File: src/rtl/lsb_queue.sv
// Load/store buffer: circular in-order queue of memory ops with CDB wake-up,
// head-only issue to the memory controller and result broadcast on the CDB.
module lsb_queue #(
  parameter int unsigned LSB_SIZE_BIT = 3,
  parameter int unsigned ROB_SIZE_BIT = 4,
  parameter logic [31:0] IO_ADDR_HI   = 32'h00030000
) (
  input  logic                    clk_in,
  input  logic                    rst_in,
  input  logic                    rdy_in,
  input  logic                    rob_clear,
  output logic                    lsb_full,
  input  logic                    inst_input,
  input  logic [3:0]              lsb_op,
  input  logic [31:0]             lsb_imm,
  input  logic [31:0]             lsb_r1_val,
  input  logic [31:0]             lsb_r2_val,
  input  logic                    lsb_r1_has_dep,
  input  logic                    lsb_r2_has_dep,
  input  logic [ROB_SIZE_BIT-1:0] lsb_r1_dep,
  input  logic [ROB_SIZE_BIT-1:0] lsb_r2_dep,
  input  logic [ROB_SIZE_BIT-1:0] lsb_rob_id_in,
  input  logic [ROB_SIZE_BIT-1:0] rob_head_id,
  input  logic                    alu_fi,
  input  logic [31:0]             alu_value,
  input  logic [ROB_SIZE_BIT-1:0] alu_rob_id,
  output logic                    mem_req,
  output logic                    mem_we,
  output logic [1:0]              mem_size,
  output logic [31:0]             mem_addr,
  output logic [31:0]             mem_wdata,
  input  logic                    mem_done,
  input  logic [31:0]             mem_rdata,
  output logic                    lsb_fi,
  output logic [31:0]             lsb_value,
  output logic [ROB_SIZE_BIT-1:0] lsb_rob_id
);

  localparam int unsigned DEPTH = 1 << LSB_SIZE_BIT;
  localparam int unsigned CNT_W = LSB_SIZE_BIT + 1;

  typedef enum logic [1:0] {IDLE, BUSY, DRAIN} state_t;

  typedef struct packed {
    logic                    valid;
    logic [3:0]              op;
    logic [31:0]             imm;
    logic [31:0]             r1_val;
    logic [31:0]             r2_val;
    logic                    r1_has_dep;
    logic                    r2_has_dep;
    logic [ROB_SIZE_BIT-1:0] r1_dep;
    logic [ROB_SIZE_BIT-1:0] r2_dep;
    logic [ROB_SIZE_BIT-1:0] rob_id;
  } entry_t;

  entry_t                  entries [DEPTH];
  state_t                  state_q, state_d;
  logic [LSB_SIZE_BIT-1:0] head_q, tail_q;
  logic [CNT_W-1:0]        count_q, count_d;
  entry_t                  head_e, new_e;
  logic [31:0]             head_addr;
  logic                    head_ready;
  logic                    enq, deq;
  logic                    req_d, we_d, fi_d;
  logic [1:0]              size_d;
  logic [31:0]             addr_d, wdata_d, value_d;
  logic [ROB_SIZE_BIT-1:0] id_d;

  // Sign/zero extension of raw load data by access size
  function automatic logic [31:0] extend(input logic [3:0] op, input logic [31:0] d);
    case (op[1:0])
      2'd0:    extend = op[2] ? {24'b0, d[7:0]}  : {{24{d[7]}}, d[7:0]};
      2'd1:    extend = op[2] ? {16'b0, d[15:0]} : {{16{d[15]}}, d[15:0]};
      default: extend = d;
    endcase
  endfunction

  // Head readiness: operands present; stores and IO loads wait for ROB head
  always_comb begin
    head_e     = entries[head_q];
    head_addr  = head_e.r1_val + head_e.imm;
    head_ready = head_e.valid && !head_e.r1_has_dep && !head_e.r2_has_dep &&
                 (!(head_e.op[3] || head_addr >= IO_ADDR_HI) || rob_head_id == head_e.rob_id);
  end

  // New entry with same-cycle CDB bypass on pending operands
  always_comb begin
    new_e            = '0;
    new_e.valid      = 1'b1;
    new_e.op         = lsb_op;
    new_e.imm        = lsb_imm;
    new_e.rob_id     = lsb_rob_id_in;
    new_e.r1_val     = lsb_r1_val;
    new_e.r1_has_dep = lsb_r1_has_dep;
    new_e.r1_dep     = lsb_r1_dep;
    new_e.r2_val     = lsb_r2_val;
    new_e.r2_has_dep = lsb_r2_has_dep;
    new_e.r2_dep     = lsb_r2_dep;
    if (lsb_r1_has_dep) begin
      if (alu_fi && alu_rob_id == lsb_r1_dep) begin
        new_e.r1_val = alu_value; new_e.r1_has_dep = 1'b0;
      end else if (lsb_fi && lsb_rob_id == lsb_r1_dep) begin
        new_e.r1_val = lsb_value; new_e.r1_has_dep = 1'b0;
      end
    end
    if (lsb_r2_has_dep) begin
      if (alu_fi && alu_rob_id == lsb_r2_dep) begin
        new_e.r2_val = alu_value; new_e.r2_has_dep = 1'b0;
      end else if (lsb_fi && lsb_rob_id == lsb_r2_dep) begin
        new_e.r2_val = lsb_value; new_e.r2_has_dep = 1'b0;
      end
    end
  end

  // Next-state, next-output and queue-pointer control
  always_comb begin
    state_d = state_q;
    req_d   = 1'b0;
    we_d    = mem_we;
    size_d  = mem_size;
    addr_d  = mem_addr;
    wdata_d = mem_wdata;
    fi_d    = 1'b0;
    value_d = lsb_value;
    id_d    = lsb_rob_id;
    deq     = 1'b0;
    enq     = inst_input && !rob_clear && (count_q != CNT_W'(DEPTH));
    case (state_q)
      IDLE: begin
        if (!rob_clear && head_ready) begin
          req_d   = 1'b1;
          we_d    = head_e.op[3];
          size_d  = head_e.op[1:0];
          addr_d  = head_addr;
          wdata_d = head_e.r2_val;
          state_d = BUSY;
        end
      end
      BUSY: begin
        if (mem_done) begin
          // A completion landing in the flush cycle is simply dropped
          if (!rob_clear) begin
            fi_d    = 1'b1;
            value_d = head_e.op[3] ? 32'h0 : extend(head_e.op, mem_rdata);
            id_d    = head_e.rob_id;
            deq     = 1'b1;
          end
          state_d = IDLE;
        end else if (rob_clear) begin
          state_d = DRAIN;
        end
      end
      DRAIN: begin
        if (mem_done) state_d = IDLE;
      end
      default: state_d = IDLE;
    endcase
    if (rob_clear) begin
      count_d = '0;
    end else begin
      case ({enq, deq})
        2'b10:   count_d = count_q + CNT_W'(1);
        2'b01:   count_d = count_q - CNT_W'(1);
        default: count_d = count_q;
      endcase
    end
  end

  // FSM state register
  always_ff @(posedge clk_in) begin
    if (rst_in)      state_q <= IDLE;
    else if (rdy_in) state_q <= state_d;
  end

  // Registered outputs and queue pointers
  always_ff @(posedge clk_in) begin
    if (rst_in) begin
      head_q     <= '0;
      tail_q     <= '0;
      count_q    <= '0;
      lsb_full   <= 1'b0;
      mem_req    <= 1'b0;
      mem_we     <= 1'b0;
      mem_size   <= '0;
      mem_addr   <= '0;
      mem_wdata  <= '0;
      lsb_fi     <= 1'b0;
      lsb_value  <= '0;
      lsb_rob_id <= '0;
    end else if (rdy_in) begin
      count_q    <= count_d;
      lsb_full   <= (count_d >= CNT_W'(DEPTH - 1));
      mem_req    <= req_d;
      mem_we     <= we_d;
      mem_size   <= size_d;
      mem_addr   <= addr_d;
      mem_wdata  <= wdata_d;
      lsb_fi     <= fi_d;
      lsb_value  <= value_d;
      lsb_rob_id <= id_d;
      if (rob_clear) begin
        head_q <= '0;
        tail_q <= '0;
      end else begin
        if (deq) head_q <= head_q + LSB_SIZE_BIT'(1);
        if (enq) tail_q <= tail_q + LSB_SIZE_BIT'(1);
      end
    end
  end

  // Entry storage: wake-up, dequeue, enqueue, flush
  always_ff @(posedge clk_in) begin
    if (rst_in) begin
      for (int unsigned i = 0; i < DEPTH; i++) entries[LSB_SIZE_BIT'(i)] <= '0;
    end else if (rdy_in) begin
      if (rob_clear) begin
        for (int unsigned i = 0; i < DEPTH; i++) entries[LSB_SIZE_BIT'(i)].valid <= 1'b0;
      end else begin
        for (int unsigned i = 0; i < DEPTH; i++) begin
          if (entries[LSB_SIZE_BIT'(i)].valid) begin
            if (entries[LSB_SIZE_BIT'(i)].r1_has_dep) begin
              if (alu_fi && alu_rob_id == entries[LSB_SIZE_BIT'(i)].r1_dep) begin
                entries[LSB_SIZE_BIT'(i)].r1_val     <= alu_value;
                entries[LSB_SIZE_BIT'(i)].r1_has_dep <= 1'b0;
              end else if (lsb_fi && lsb_rob_id == entries[LSB_SIZE_BIT'(i)].r1_dep) begin
                entries[LSB_SIZE_BIT'(i)].r1_val     <= lsb_value;
                entries[LSB_SIZE_BIT'(i)].r1_has_dep <= 1'b0;
              end
            end
            if (entries[LSB_SIZE_BIT'(i)].r2_has_dep) begin
              if (alu_fi && alu_rob_id == entries[LSB_SIZE_BIT'(i)].r2_dep) begin
                entries[LSB_SIZE_BIT'(i)].r2_val     <= alu_value;
                entries[LSB_SIZE_BIT'(i)].r2_has_dep <= 1'b0;
              end else if (lsb_fi && lsb_rob_id == entries[LSB_SIZE_BIT'(i)].r2_dep) begin
                entries[LSB_SIZE_BIT'(i)].r2_val     <= lsb_value;
                entries[LSB_SIZE_BIT'(i)].r2_has_dep <= 1'b0;
              end
            end
          end
        end
        if (deq) entries[head_q].valid <= 1'b0;
        if (enq) entries[tail_q] <= new_e;
      end
    end
  end

endmodule

File: config.mk
export PLATFORM = sky130hd
export DESIGN_NAME = lsb_queue
export DESIGN_NICKNAME = d
export VERILOG_FILES = /design/src/rtl/lsb_queue.sv
export SDC_FILE = /design/constraint.sdc
export NUM_CORES = 2
export LEC_CHECK = 0
export BUFFER_PORTS_ARGS = -buffer_cell sky130_fd_sc_hd__buf_2
export CORE_UTILIZATION = 35
export DETAILED_ROUTE_END_ITERATION = 7
export GPL_ROUTABILITY_DRIVEN = 0
export HOLD_SLACK_MARGIN = 0.02
export PLACE_DENSITY = 0.5
export SLEW_MARGIN = 20
export SYNTH_ARGS = -nofsm -noshare
export SYNTH_HDL_FRONTEND = slang
export SYNTH_SLANG_ARGS = --single-unit
File: constraint.sdc
create_clock -name clk_in -period 8.7 [get_ports clk_in]
set_input_delay 2.61 -clock clk_in [delete_from_list [all_inputs] [get_ports clk_in]]
set_output_delay 2.61 -clock clk_in [all_outputs]
set_load 0.03 [all_outputs]
==> summary.md <==
| Metric | Value |
|---|---|
| CP endpoint kind | `flip-flop` |
| Worst setup margin | `2.24 ns` |
| Synth Register Bits | `1041` |
| Row cnt | `149` |
| Number of nets with antenna violations after routing | `0` |
| Crit path DAT | `7.11 ns` |
| CORE AREA | `165000 um^2` |
| Total negative slack | `0 ns` |
| 1st-iter DRT viols | `5770` |
| Vias post-DR | `45639` |
| Cells after synthesis | `4961` |
| Clk buf depth | `3` |
| Commonest cells after routing, fill and taps aside | `edfxtp_1, mux2i_1, o22ai_1, and3_1, buf_2` |
| Port buffer count | `298` |
| Sink Count | `1041` |
| Async SR Flop Fraction | `0%` |
| DRC violations left | `72` |
| Tcrit/Tclk final | `74.3%` |
| Nets@finish | `5172` |
| Area after DPL | `61600 um^2` |
| Critical path type | `flip-flop to flip-flop` |
| Slew headroom | `17.7%` |
| Avg WL per Cell | `33.0 um` |
| Largest net degree at the start of global routing | `150` |
| Initial antenna violation count | `32` |
| WP data required | `9.35 ns` |
| Finished Cell Area | `65600 um^2` |
| Max frequency | `0.155 GHz` |
| Total GRT Usage | `27.7%` |
| Layout area overhead | `12.6%` |
| Initial Utilization | `35.3%` |
| CTS buffer count | `120` |
| Failing checks | `design-rule violations` |
| I/O pins | `299` |
| Worst vdd rail ir drop | `0.171 mV` |
| Die area | `168000 um^2` |
| Wirelength, routed | `239 mm` |
| Final core utilization | `39.7%` |
| Commonest non-fill, non-tap cell in the layout | `edfxtp_1` |
| DP Wirelength | `147 mm` |
| Average cell area after synthesis | `11.7 um^2` |
| First-pass GRT wire length | `336 mm` |
| Mapped cell area | `58200 um^2` |
| Class of the worst hold path | `flip-flop to flip-flop` |
| CTS hold repair buffers | `0` |
| Worst Setup Start Kind | `flip-flop` |
| CTS clk-pin slew, worst paths | `0.06 ns` |
| Worst-margin pin slew | `1.23 ns` |
| Lkg Pwr | `24.3 nW` |
| Die height | `410 um` |
| Power Density | `180 nW/um^2` |
| Worst Path Max Fanout | `50` |
| Root Buffer Master | `clkbuf_16` |
| Number of synthesized flops with an enable pin | `912` |
| Width of the die | `410 um` |
| Post-DR vias/cell | `6.31` |
| Fin cells | `7236` |
| Vias in the first global route | `43477` |
| YS warnings | `0` |
| Yosys top cell area share | `47.0%` |
| RSZ-0062 raised after global routing | `no` |
| Post-CTS setup buffer count | `0` |
| Post-synth cell types | `87` |
| Later-pin clock latency in the skew report | `0.77 ns` |
| Top FF cell, synth | `edfxtp_1` |
| Minimum clock period | `6.46 ns` |
| Max cap viols | `0` |
| First-pass iteration count of the detailed router | `8` |
| Post-Place Cells | `7007` |
| Run status | `finished, violations left` |
| Setup violators final | `0` |
| Biggest area consumer among synthesized cells | `edfxtp_1` |
| Post-synthesis sequential area ratio | `51.5%` |
| Clk_skew | `0.0529 ns` |
| Share of cells above drive strength 1 | `19.6%` |
| Final count of pins violating max slew | `0` |
| TritonCTS clock tree | `yes` |
| Synth top area cells | `edfxtp_1, mux4_2, mux2i_1` |
| Pre-CTS setup slack | `1.75 ns` |
| Fin. Hold Viols | `0` |
| Syn nets | `5192` |
| H-Tree Depth | `3` |
| GRT Residual Overflow | `0` |
| Post-CTS sizing | `0` |
cell usage after synthesis (11+ instances only):
master and instances:
a21o_1 12, a21oi_1 238, a221oi_1 143, a22o_1 14, a22oi_1 57, and2_1 103, and3_1 304, buf_1 71
buf_2 72, buf_4 11, clkbuf_1 426, dfxtp_1 129, edfxtp_1 912, ha_1 36, inv_1 33, mux2_2 66
mux2i_1 402, mux4_2 206, nand2_1 245, nand2b_1 20, nand3_1 48, nor2_1 189, nor3_1 35, nor3b_1 68
nor4_1 32, o211ai_1 51, o21ai_0 190, o21ai_1 74, o22ai_1 333, or3_1 101, xnor2_1 46, xor2_1 124
flip-flops by register name, summed over array words and instances (netlist names), named ones only:
register    cells
mem_wdata      32
lsb_rob_id      4
mem_addr       32
mem_we          1
state_q         2
lsb_fi          1
count_q         4
mem_req         1
head_q          3
lsb_value      32
lsb_full        1
tail_q          3
entries       920
mem_size        2
layer usage:
layer / global-route usage, % / wire length (um) / vias to the layer above
met5: 0 / 156 / -
met2: 41.6 / 105000 / 2573
met4: 9.30 / 7990 / 28
li1: - / - / 19334
met1: 38.6 / 100000 / 23250
met3: 7.07 / 25600 / 454
area by class of cell:
cell class              count  area (um^2)
repair buffers            450         2770
multi-input cells        3295        26000
diodes                      6         15.0
well taps                2189         2740
clock buffers             153         3210
flip-flops and latches   1041        30000
fillers                 15724        99400
clock inverters            69          708
inverters                  33          124
final timing paths:
| kind | startpoint | end | slack (ns) | depth (start not counted) |
|---|---|---|---|---|
| worst min register to register | mem_addr[24]$_SDFFE_PP0P_ | mem_addr[24]$_SDFFE_PP0P_ | 0.47 | 2 |
| worst max register to register | flip-flop | mem_addr[25]$_SDFFE_PP0P_ | 2.24 | 13 |
| worst max-delay path | flip-flop | mem_addr[25]$_SDFFE_PP0P_ | 2.24 | 13 |
| worst min-delay path | mem_addr[24]$_SDFFE_PP0P_ | mem_addr[24]$_SDFFE_PP0P_ | 0.47 | 2 |
where the power goes:
part           switching, W  total [W]  internal, W
Sequential        0.0000527    0.00563      0.00558
Combinational      0.000697   0.000962     0.000266
Clock               0.00220    0.00520      0.00300
through the flow:
step           hold WS [ns]  total power (W)
2_1_floorplan         0.451          0.00625
3_3_place_gp          0.464          0.00668
3_5_place_dp          0.460          0.00668
4_1_cts               0.469           0.0118
5_1_grt               0.504           0.0121
6_report              0.465           0.0118
cells by family (layout without fill, tap and decap cells):
| logic type | Yosys count | after routing | share of synthesized area [%] |
|---|---|---|---|
| compound gates | 1209 | 1209 | 13.3 |
| simple gates | 1203 | 1203 | 11.3 |
| flops | 1041 | 1041 | 51.5 |
| mux | 675 | 675 | 16.2 |
| buf+inv | 625 | 705 | 4.36 |
| xor+xnor | 170 | 170 | 2.56 |
| fa+ha+maj | 38 | 38 | 0.842 |
| other cells | 0 | 6 | 0 |
critical path: stages, from the launching register on:
cell	delay, ns
dfxtp_4	0.91
buf_12	0.42
mux4_2	0.57
mux2_2	0.33
fa_1	0.52
a21o_1	0.21
a221o_1	0.44
a311oi_2	0.39
nor2_1	0.12
o31ai_1	0.66
o211ai_1	0.24
and4bb_4	0.43
nand3_1	0.53
and3_1	0.41
(Power assumes the default switching activity.)
